## src/rtl/riscv_mdu.sv

```systemverilog
// Iterative RISC-V M-extension multiply/divide unit: shift-add multiply, restoring divide.
// Define MDU_FAST_MUL_EN to compute all multiplies in a single cycle instead.
module riscv_mdu #(
    parameter int unsigned WIDTH = 32
) (
    input  logic             clk,
    input  logic             rst,
    input  logic             valid_i,
    output logic             ready_o,
    input  logic [2:0]       op_i,
    input  logic [WIDTH-1:0] a_i,
    input  logic [WIDTH-1:0] b_i,
    output logic [WIDTH-1:0] result_o,
    output logic             done_o,
    output logic             busy_o
);

    localparam int unsigned CW = (WIDTH > 1) ? $clog2(WIDTH) : 1;
    localparam logic [CW-1:0] CntMax = CW'(WIDTH - 1);

    localparam logic [2:0] OpMul    = 3'b000;
    localparam logic [2:0] OpMulh   = 3'b001;
    localparam logic [2:0] OpMulhsu = 3'b010;
    localparam logic [2:0] OpMulhu  = 3'b011;
    localparam logic [2:0] OpDiv    = 3'b100;
    localparam logic [2:0] OpDivu   = 3'b101;
    localparam logic [2:0] OpRem    = 3'b110;
    localparam logic [2:0] OpRemu   = 3'b111;

    typedef enum logic [1:0] {StIdle, StCalc, StFin} state_e;

    state_e             state_q, state_d;
    logic [CW-1:0]      cnt_q, cnt_d;
    logic [2:0]         op_q, op_d;
    logic [WIDTH-1:0]   b_q, b_d;
    logic [2*WIDTH-1:0] p_q, p_d;
    logic               neg_q, neg_d;
    logic [WIDTH-1:0]   result_q, result_d;
    logic               done_q, done_d;

    logic               a_signed, b_signed;
    logic [WIDTH-1:0]   a_abs, b_abs;
    logic               neg_acc;
    logic [WIDTH:0]     mul_sum, div_shift, div_diff;
    logic [2*WIDTH-1:0] mul_next, div_next, step, prod_fix;
    logic [WIDTH-1:0]   quo, rem, fin_res;

    always_comb begin
        a_signed = (op_i == OpMulh) || (op_i == OpMulhsu) || (op_i == OpDiv) || (op_i == OpRem);
        b_signed = (op_i == OpMulh) || (op_i == OpDiv) || (op_i == OpRem);
        a_abs    = (a_signed && a_i[WIDTH-1]) ? -a_i : a_i;
        b_abs    = (b_signed && b_i[WIDTH-1]) ? -b_i : b_i;
        unique case (op_i)
            OpMulh:   neg_acc = a_i[WIDTH-1] ^ b_i[WIDTH-1];
            OpMulhsu: neg_acc = a_i[WIDTH-1];
            OpDiv:    neg_acc = (a_i[WIDTH-1] ^ b_i[WIDTH-1]) && (b_i != '0);
            OpRem:    neg_acc = a_i[WIDTH-1];
            default:  neg_acc = 1'b0;
        endcase
    end

    // p_q holds {accumulator/remainder, multiplier/quotient}; both step one bit per cycle.
    always_comb begin
        mul_sum   = {1'b0, p_q[2*WIDTH-1:WIDTH]} + (p_q[0] ? {1'b0, b_q} : '0);
        mul_next  = {mul_sum, p_q[WIDTH-1:1]};
        div_shift = {p_q[2*WIDTH-1:WIDTH], p_q[WIDTH-1]};
        div_diff  = div_shift - {1'b0, b_q};
        if (!div_diff[WIDTH]) begin
            div_next = {div_diff[WIDTH-1:0], p_q[WIDTH-2:0], 1'b1};
        end else begin
            div_next = {div_shift[WIDTH-1:0], p_q[WIDTH-2:0], 1'b0};
        end
        step     = op_q[2] ? div_next : mul_next;
        prod_fix = neg_q ? -step : step;
        quo      = step[WIDTH-1:0];
        rem      = step[2*WIDTH-1:WIDTH];
        unique case (op_q)
            OpMul:                     fin_res = prod_fix[WIDTH-1:0];
            OpMulh, OpMulhsu, OpMulhu: fin_res = prod_fix[2*WIDTH-1:WIDTH];
            OpDiv, OpDivu:             fin_res = (b_q == '0) ? '1 : (neg_q ? -quo : quo);
            default:                   fin_res = neg_q ? -rem : rem;
        endcase
    end

`ifdef MDU_FAST_MUL_EN
    logic signed [WIDTH:0]     fast_a, fast_b;
    logic signed [2*WIDTH+1:0] fast_p;
    logic [WIDTH-1:0]          fast_res;

    always_comb begin
        fast_a   = {a_signed & a_i[WIDTH-1], a_i};
        fast_b   = {b_signed & b_i[WIDTH-1], b_i};
        fast_p   = fast_a * fast_b;
        fast_res = (op_i == OpMul) ? fast_p[WIDTH-1:0] : fast_p[2*WIDTH-1:WIDTH];
    end
`endif

    always_comb begin
        state_d  = state_q;
        cnt_d    = cnt_q;
        op_d     = op_q;
        b_d      = b_q;
        p_d      = p_q;
        neg_d    = neg_q;
        result_d = result_q;
        done_d   = 1'b0;
        unique case (state_q)
            StIdle: begin
                if (valid_i) begin
                    op_d    = op_i;
                    b_d     = b_abs;
                    p_d     = {{WIDTH{1'b0}}, a_abs};
                    neg_d   = neg_acc;
                    cnt_d   = '0;
                    state_d = StCalc;
`ifdef MDU_FAST_MUL_EN
                    if (!op_i[2]) begin
                        result_d = fast_res;
                        done_d   = 1'b1;
                        state_d  = StFin;
                    end
`endif
                end
            end
            StCalc: begin
                p_d   = step;
                cnt_d = cnt_q + CW'(1);
                if (cnt_q == CntMax) begin
                    cnt_d    = '0;
                    result_d = fin_res;
                    done_d   = 1'b1;
                    state_d  = StFin;
                end
            end
            StFin:   state_d = StIdle;
            default: state_d = StIdle;
        endcase
    end

    always_ff @(posedge clk) begin
        if (rst) begin
            state_q  <= StIdle;
            cnt_q    <= '0;
            op_q     <= '0;
            b_q      <= '0;
            p_q      <= '0;
            neg_q    <= 1'b0;
            result_q <= '0;
            done_q   <= 1'b0;
        end else begin
            state_q  <= state_d;
            cnt_q    <= cnt_d;
            op_q     <= op_d;
            b_q      <= b_d;
            p_q      <= p_d;
            neg_q    <= neg_d;
            result_q <= result_d;
            done_q   <= done_d;
        end
    end

    assign ready_o  = (state_q == StIdle);
    assign busy_o   = !ready_o;
    assign done_o   = done_q;
    assign result_o = result_q;

endmodule

```

## config.mk

```make
export PLATFORM = sky130hd
export DESIGN_NAME = riscv_mdu
export DESIGN_NICKNAME = d
export VERILOG_FILES = /design/src/rtl/riscv_mdu.sv
export SDC_FILE = /design/constraint.sdc
export NUM_CORES = 1
export LEC_CHECK = 0
export ABC_AREA = 1
export BUFFER_PORTS_ARGS = -buffer_cell sky130_fd_sc_hd__buf_2
export CORE_ASPECT_RATIO = 0.6
export CORE_MARGIN = 2
export CORE_UTILIZATION = 30
export CTS_CLUSTER_DIAMETER = 60
export DETAILED_ROUTE_END_ITERATION = 6
export PLACE_DENSITY = 0.5
export SYNTH_ARGS = -nofsm -noshare
export SYNTH_HDL_FRONTEND = slang
export SYNTH_SLANG_ARGS = --single-unit
```

## constraint.sdc

```tcl
create_clock -name clk -period 5.65 [get_ports clk]
set_clock_uncertainty 0.15 [all_clocks]
set_input_delay 0.2825 -clock clk [delete_from_list [all_inputs] [get_ports clk]]
set_output_delay 0.2825 -clock clk [all_outputs]
set_load 0.02 [all_outputs]
```

==> flow_metrics.env, run 1 <==
export IMPL_outcome="complete, but fails checks"
export IMPL_violations="design-rule violations"
export IMPL_synth_top_area_cell="nand2_1"
export IMPL_hold_class="input pin to register"
export IMPL_final_nets=3151
export IMPL_fin_crit_ns=4.971
export IMPL_finalHoldViolCount=0
export IMPL_grt_use_met1_pct=41.98
export IMPL_setup_tns_ns=0
export IMPL_rows=65
export IMPL_drtPass1Iterations=7
export IMPL_synth_top_flop_cell="dfxtp_1"
export IMPL_synth_fp_nets=3080
export IMPL_detailed_place_hpwl_mm=61.15
export IMPL_dieArea_sq_um=55930
export IMPL_drt_iter0_drc=2449
export IMPL_netlist_area_sq_um=16200
export IMPL_place_area_sq_um=17400
export IMPL_yosysSeqAreaShare_pct=17.30
export IMPL_cpPeakStageDelay_ns=0.41
export IMPL_core_sq_um=52940
export IMPL_top_usage_layer="met1"
export IMPL_ir_drop_mv=0.2277
export IMPL_initial_utilization_pct=30.59
export IMPL_antenna_found_initial=0
export IMPL_fin_area_sq_um=18130
export IMPL_worstPathArrival_ns=5.12
export IMPL_fp_dieH_um=184.0
export IMPL_p_leak_uw=0.009149
export IMPL_clockRootBuffer="clkbuf_16"
export IMPL_vias=19376
export IMPL_slew_viol_final=0
export IMPL_place_ws_ns=0.8582
export IMPL_placedCellCount=3680
export IMPL_viasPerCell=5.202
export IMPL_gp_congestion=0.9908
export IMPL_use_met3_pct=11.15
export IMPL_drc=3
export IMPL_synthTopCellsByArea="nand2_1 21%, dfxtp_1 17%, inv_1 9.5%, nand3_1 7.1%, nor2_1 6.5%"
export IMPL_grt_usage_pct=26.55
export IMPL_setup_viol_count_final=0
export IMPL_cts_buffer_depth=2
export IMPL_fin_cells=3725
export IMPL_grt_pass1_wl_mm=111.3
export IMPL_postCtsSetupBuffers=0
export IMPL_fin_crit_sh_pct=87.98
export IMPL_cts_repair_resized=0
export IMPL_tightest_slew_ns=1.214
export IMPL_clkSinkCount=140
export IMPL_powerDensity_nw_per_um2=219.6
export IMPL_fmax_ghz=0.2012
export IMPL_cts_hold_buf=13
export IMPL_use_met2_pct=32.06
export IMPL_criticalPathCategory="register to register"
export IMPL_syn_to_final_growth_pct=11.93
export IMPL_synth_common_cells="927 x nand2_1, 411 x inv_1, 281 x nor2_1"
export IMPL_crit_required_ns=5.80
export IMPL_avgSynthCellArea_sq_um=5.513
export IMPL_wirelength_mm=74.71
export IMPL_grt_pass1_vias=17122
export IMPL_die_x_um=304.0
export IMPL_synth_edff_count=0
export IMPL_ctsHtreeMaxLevel=4
export IMPL_drt_wirelength_per_cell_um=20.06
export IMPL_drv_cap=0
export IMPL_grt_overflow_total=0
export IMPL_io_pins=105
export IMPL_clkTransAtPathRegs_ns=0.06
export IMPL_crit_fanout=13
export IMPL_synthCells=2938
export IMPL_postRouteAntennaNets=0
export IMPL_clock_latency_ns=0.47
export IMPL_ys_warn_count=0
export IMPL_rsz0062_at_grt="no"
export IMPL_synth_async_sr_flop_share_pct=0
export IMPL_cts_tree="built"
export IMPL_synth_top_area_share_pct=21.48
export IMPL_drive_gt1_share_pct=9.302
export IMPL_fin_ws_ns=0.6794
export IMPL_grt_max_degree=79
export IMPL_synth_cell_types=61
export IMPL_start_kind="register"
export IMPL_synth_seq_cells=140
export IMPL_port_buffers=104
export IMPL_cp_end_kind="register"
export IMPL_crit_top_cell="nand2_1"
export IMPL_slew_headroom_pct=18.18
export IMPL_yosysMostFrequentCell="nand2_1"
export IMPL_holdWs_ns=0.01571
export IMPL_crit_slowest_cell="fa_1"
export IMPL_numCtsBuffers=17
==> through the flow <==
step	utilization (%)	power [uW]
global placement	32.87	2731
finish	34.24	3981
global route	34.24	4215
floorplan	-	2196
CTS	34.24	3942
detailed placement	32.87	2711
==> placed cells by master, fill, tap and decap left out, types with 57 or more instances in the layout <==
master and count:
dfxtp_1 138, o21ai_0 153, nor2_1 278, nand3_1 230, nand2_1 927, ha_1 70, inv_1 411, a21oi_1 192
buf_2 103, nor3_1 57
==> kinds of logic (layout without fill, tap and decap cells) <==
| group | count (synthesis) | in the layout | share of synthesized area, % |
|---|---|---|---|
| compound gates | 476 | 476 | 16.24 |
| xor+xnor | 70 | 70 | 3.831 |
| fa+ha+maj | 72 | 72 | 5.654 |
| buf+inv | 513 | 596 | 12.40 |
| flops | 140 | 140 | 17.30 |
| other cells | 0 | 1 | 0 |
| simple gates | 1667 | 1667 | 44.57 |
==> critical path, delay by kind of cell, from the launching register on <==
| family | cells | cell delay [ns] |
|---|---|---|
| adder cells (fa/ha/maj) | 3 | 0.83 |
| AND/OR/NAND/NOR | 20 | 2.77 |
| flip-flops | 1 | 0.31 |
| buffers and inverters | 4 | 0.46 |
| AO/OA/AOI/OAI | 2 | 0.28 |
==> path summary, 6_finish.rpt <==
| kind | from | end | slack (ns) | cells after the start |
|---|---|---|---|---|
| hold reg to reg | result_o[21] | result_o[21] | 0.31 | 2 |
| setup / recovery | p_q[31] | result_o[10] | 0.68 | 29 |
| setup reg to reg | p_q[31] | result_o[10] | 0.68 | 29 |
| hold / removal | op_i[2] | op_q[2] | 0.02 | 3 |
==> where the power goes <==
group,leakage (uW),switching (uW),internal (uW)
sequential,0.00114,55.2,1040
combinational,0.00773,1200,471
clock,0.000283,523,694
==> flip-flops by register name, summed over array words and instances (netlist names) <==
signal / cells
result_o: 32
p_q: 64
state_q: 2
neg_q: 1
b_q: 32
op_q: 3
cnt_q: 5
done_o: 1
==> routing by layer <==
layer | vias to the layer above | routed length (um)
li1 | 9594 | -
met1 | 8894 | 39100
met2 | 844 | 25130
met3 | 44 | 9942
met4 | 0 | 537
met5 | - | 0
==> area by class of cell <==
| class | count | area [sq um] |
|---|---|---|
| diodes | 1 | 2.502 |
| clock buffers | 18 | 429.2 |
| clock inverters | 13 | 166.4 |
| fillers | 6095 | 34810 |
| inverters | 420 | 1577 |
| multi-input cells | 2285 | 11400 |
| flip-flops and latches | 140 | 2808 |
| well taps | 703 | 879.6 |
| repair buffers | 145 | 863.3 |
No activity file was read; power rests on OpenSTA's default activity.
==> inputs of run 2 (changes only) <==
ABC_AREA = default   (was 1)
==> run 2 against run 1 <==
Effect of this change: the flow now finishes without violations; utilization is 1.6 points higher; fmax fell by 9.5%; clock power hardly changed; routed wire length down 7.0%; largest power group unchanged.
==> flow_metrics.env, run 2 <==
export IMPL_synth_top_area_share_pct=18.77
export IMPL_clkSinkCount=140
export IMPL_ys_warn_count=0
export IMPL_die_x_um=292.0
export IMPL_tightest_slew_ns=1.104
export IMPL_clkTransAtPathRegs_ns=0.08
export IMPL_initial_utilization_pct=30.30
export IMPL_synthTopCellsByArea="dfxtp_1 19%, ha_1 5.9%, nand2_1 5.6%, a21oi_1 5.5%, nor2_1 5.4%"
export IMPL_drc=0
export IMPL_fmax_ghz=0.1820
export IMPL_clockRootBuffer="clkbuf_16"
export IMPL_final_nets=2396
export IMPL_vias=17328
export IMPL_slew_headroom_pct=25.99
export IMPL_postRouteAntennaNets=0
export IMPL_cts_buffer_depth=2
export IMPL_n_fill_cell=5265
export IMPL_rrSetupSlack_ns=0.16
export IMPL_dieArea_sq_um=51620
export IMPL_slew_viol_final=0
export IMPL_syn_to_final_growth_pct=18.40
export IMPL_criticalPathCategory="register to register"
export IMPL_fin_crit_ns=5.494
export IMPL_finalHoldViolCount=0
export IMPL_regMostFlops="p_q"
export IMPL_rows=63
export IMPL_io_pins=105
export IMPL_start_kind="register"
export IMPL_mostFrequentLayoutCells="221 x nand2_1, 212 x nor2_1, 163 x a21oi_1"
export IMPL_place_area_sq_um=16910
export IMPL_drt_wirelength_per_cell_um=23.80
export IMPL_synthCells=2103
export IMPL_numCtsBuffers=17
export IMPL_final_common_cell="nand2_1"
export IMPL_hold_class="input pin to register"
export IMPL_synth_top_flop_cell="dfxtp_1"
export IMPL_worstPathArrival_ns=5.67
export IMPL_rsz0062_at_grt="yes"
export IMPL_clock_latency_ns=0.47
export IMPL_fp_dieH_um=176.8
export IMPL_drt_iter0_drc=2349
export IMPL_fin_crit_sh_pct=97.24
export IMPL_ctsHtreeMaxLevel=4
export IMPL_detailed_place_hpwl_mm=56.31
export IMPL_core_sq_um=49270
export IMPL_synth_common_cells="222 x nand2_1, 215 x nor2_1, 163 x a21oi_1"
export IMPL_grt_usage_pct=26.35
export IMPL_viasPerCell=5.938
export IMPL_grt_pass1_vias=15868
export IMPL_synth_async_sr_flop_share_pct=0
export IMPL_total_power_uw=3977
export IMPL_cp_end_kind="register"
export IMPL_outcome="complete, no violations"
export IMPL_yosysSeqAreaShare_pct=18.77
export IMPL_gp_congestion=1.029
export IMPL_powerDensity_nw_per_um2=225.0
export IMPL_antenna_found_initial=3
export IMPL_synth_cell_types=93
export IMPL_setup_viol_count_final=0
export IMPL_grt_pass1_wl_mm=102.5
export IMPL_crit_required_ns=5.83
export IMPL_synth_top_area_cell="dfxtp_1"
export IMPL_drtPass1Iterations=6
export IMPL_largest_reg_flops=64
export IMPL_grt_overflow_total=0
export IMPL_ir_drop_mv=0.2061
export IMPL_yosysMostFrequentCell="nand2_1"
export IMPL_port_buffers=104
export IMPL_cts_tree="built"
export IMPL_drive_gt1_share_pct=16.06
export IMPL_fin_area_sq_um=17670
export IMPL_p_leak_uw=0.007141
export IMPL_drv_cap=0
export IMPL_avgSynthCellArea_sq_um=7.098
export IMPL_synth_seq_cells=140
export IMPL_crit_fanout=6
export IMPL_holdWs_ns=0.02304
export IMPL_netlist_area_sq_um=14930
export IMPL_synth_edff_count=0
export IMPL_grt_max_degree=65
export IMPL_fin_util_pct=35.88
export IMPL_synth_fp_nets=2245
export IMPL_setup_tns_ns=0
export IMPL_wirelength_mm=69.45
## run 2: layout make-up
class | instances | area, sq um | area share [%]
multi-input combinational | 1761 | 11400 | 64.48
timing repair buffer | 263 | 1772 | 10.02
inverter | 71 | 266.5 | 1.508
antenna | 1 | 2.502 | 0.01416
clock buffer | 17 | 425.4 | 2.407
sequential | 140 | 2813 | 15.91
tap | 650 | 813.3 | 4.601
clock inverter | 15 | 186.4 | 1.055
## run 2: power by group
part | total [uW] | internal (uW) | leakage [uW] | switching [uW]
Combinational | 1650 | 593 | 0.00570 | 1060
Clock | 1200 | 603 | 0.000299 | 602
Sequential | 1120 | 1040 | 0.00114 | 87.5
Total | 3980 | 2230 | 0.00714 | 1740
## run 2: logic make-up (layout without fill, tap and decap cells)
| family | count (synthesis) | after routing | share of synthesized area (%) |
|---|---|---|---|
| AOI/OAI and AO/OA | 679 | 679 | 30.85 |
| xor gates and xnor gates | 170 | 170 | 9.974 |
| adders and majority gates | 72 | 72 | 6.135 |
| and+or+nand+nor | 791 | 791 | 25.50 |
| DFF | 140 | 140 | 18.77 |
| buffers and inverters | 202 | 366 | 5.381 |
| muxes | 49 | 49 | 3.386 |
| other | 0 | 1 | 0 |
## run 2: what timing repair did
item,CTS,global route
endpoints found under the hold margin,7,0
hold buffers,7,0
gates resized for setup,0,17
endpoints found under the setup margin,0,13
setup buffers,0,2
## run 2: stage by stage
| step | worst slack (ns) | std cells |
|---|---|---|
| final | 0.1558 | 2918 |
| after global routing | -0.01868 | 2917 |
| after CTS | 0.1004 | 2914 |
| after detailed placement | 0.1518 | 2875 |
| after global placement | 0.3017 | 2875 |
| after floorplan | 0.1508 | 2103 |
## run 2: per-layer routing
metal,vias to the layer above,global-route usage [%],wire length (um)
met5,-,0,32
met4,4,5.477,1136
met3,85,13.11,10280
met2,915,31.23,23820
met1,8250,40.25,34180
li1,8074,-,-
## run 2: worst paths after layout
kind,from,end,depth (start not counted)
worst max register to register,b_q[0],result_o[29],18
worst min-delay path,a_i[7],p_q[7],4
worst min register to register,result_o[23],result_o[23],1
worst max-delay path,b_q[0],result_o[29],18
## run 2: critical path, cell delays in order, from the launching register on
cell and delay (ns):
dfxtp_1 0.38, ha_1 0.19, inv_1 0.06, fa_1 0.45, a211oi_2 0.25, o211ai_1 0.28, a221oi_4 0.40, or3_1 0.18
buf_4 0.17, a21oi_2 0.11, or4_1 0.52, a22o_1 0.30, a211o_1 0.37, or3_1 0.48, buf_12 0.18, nor3b_1 0.23
nor3_1 0.08, o31ai_2 0.47, a21oi_1 0.12
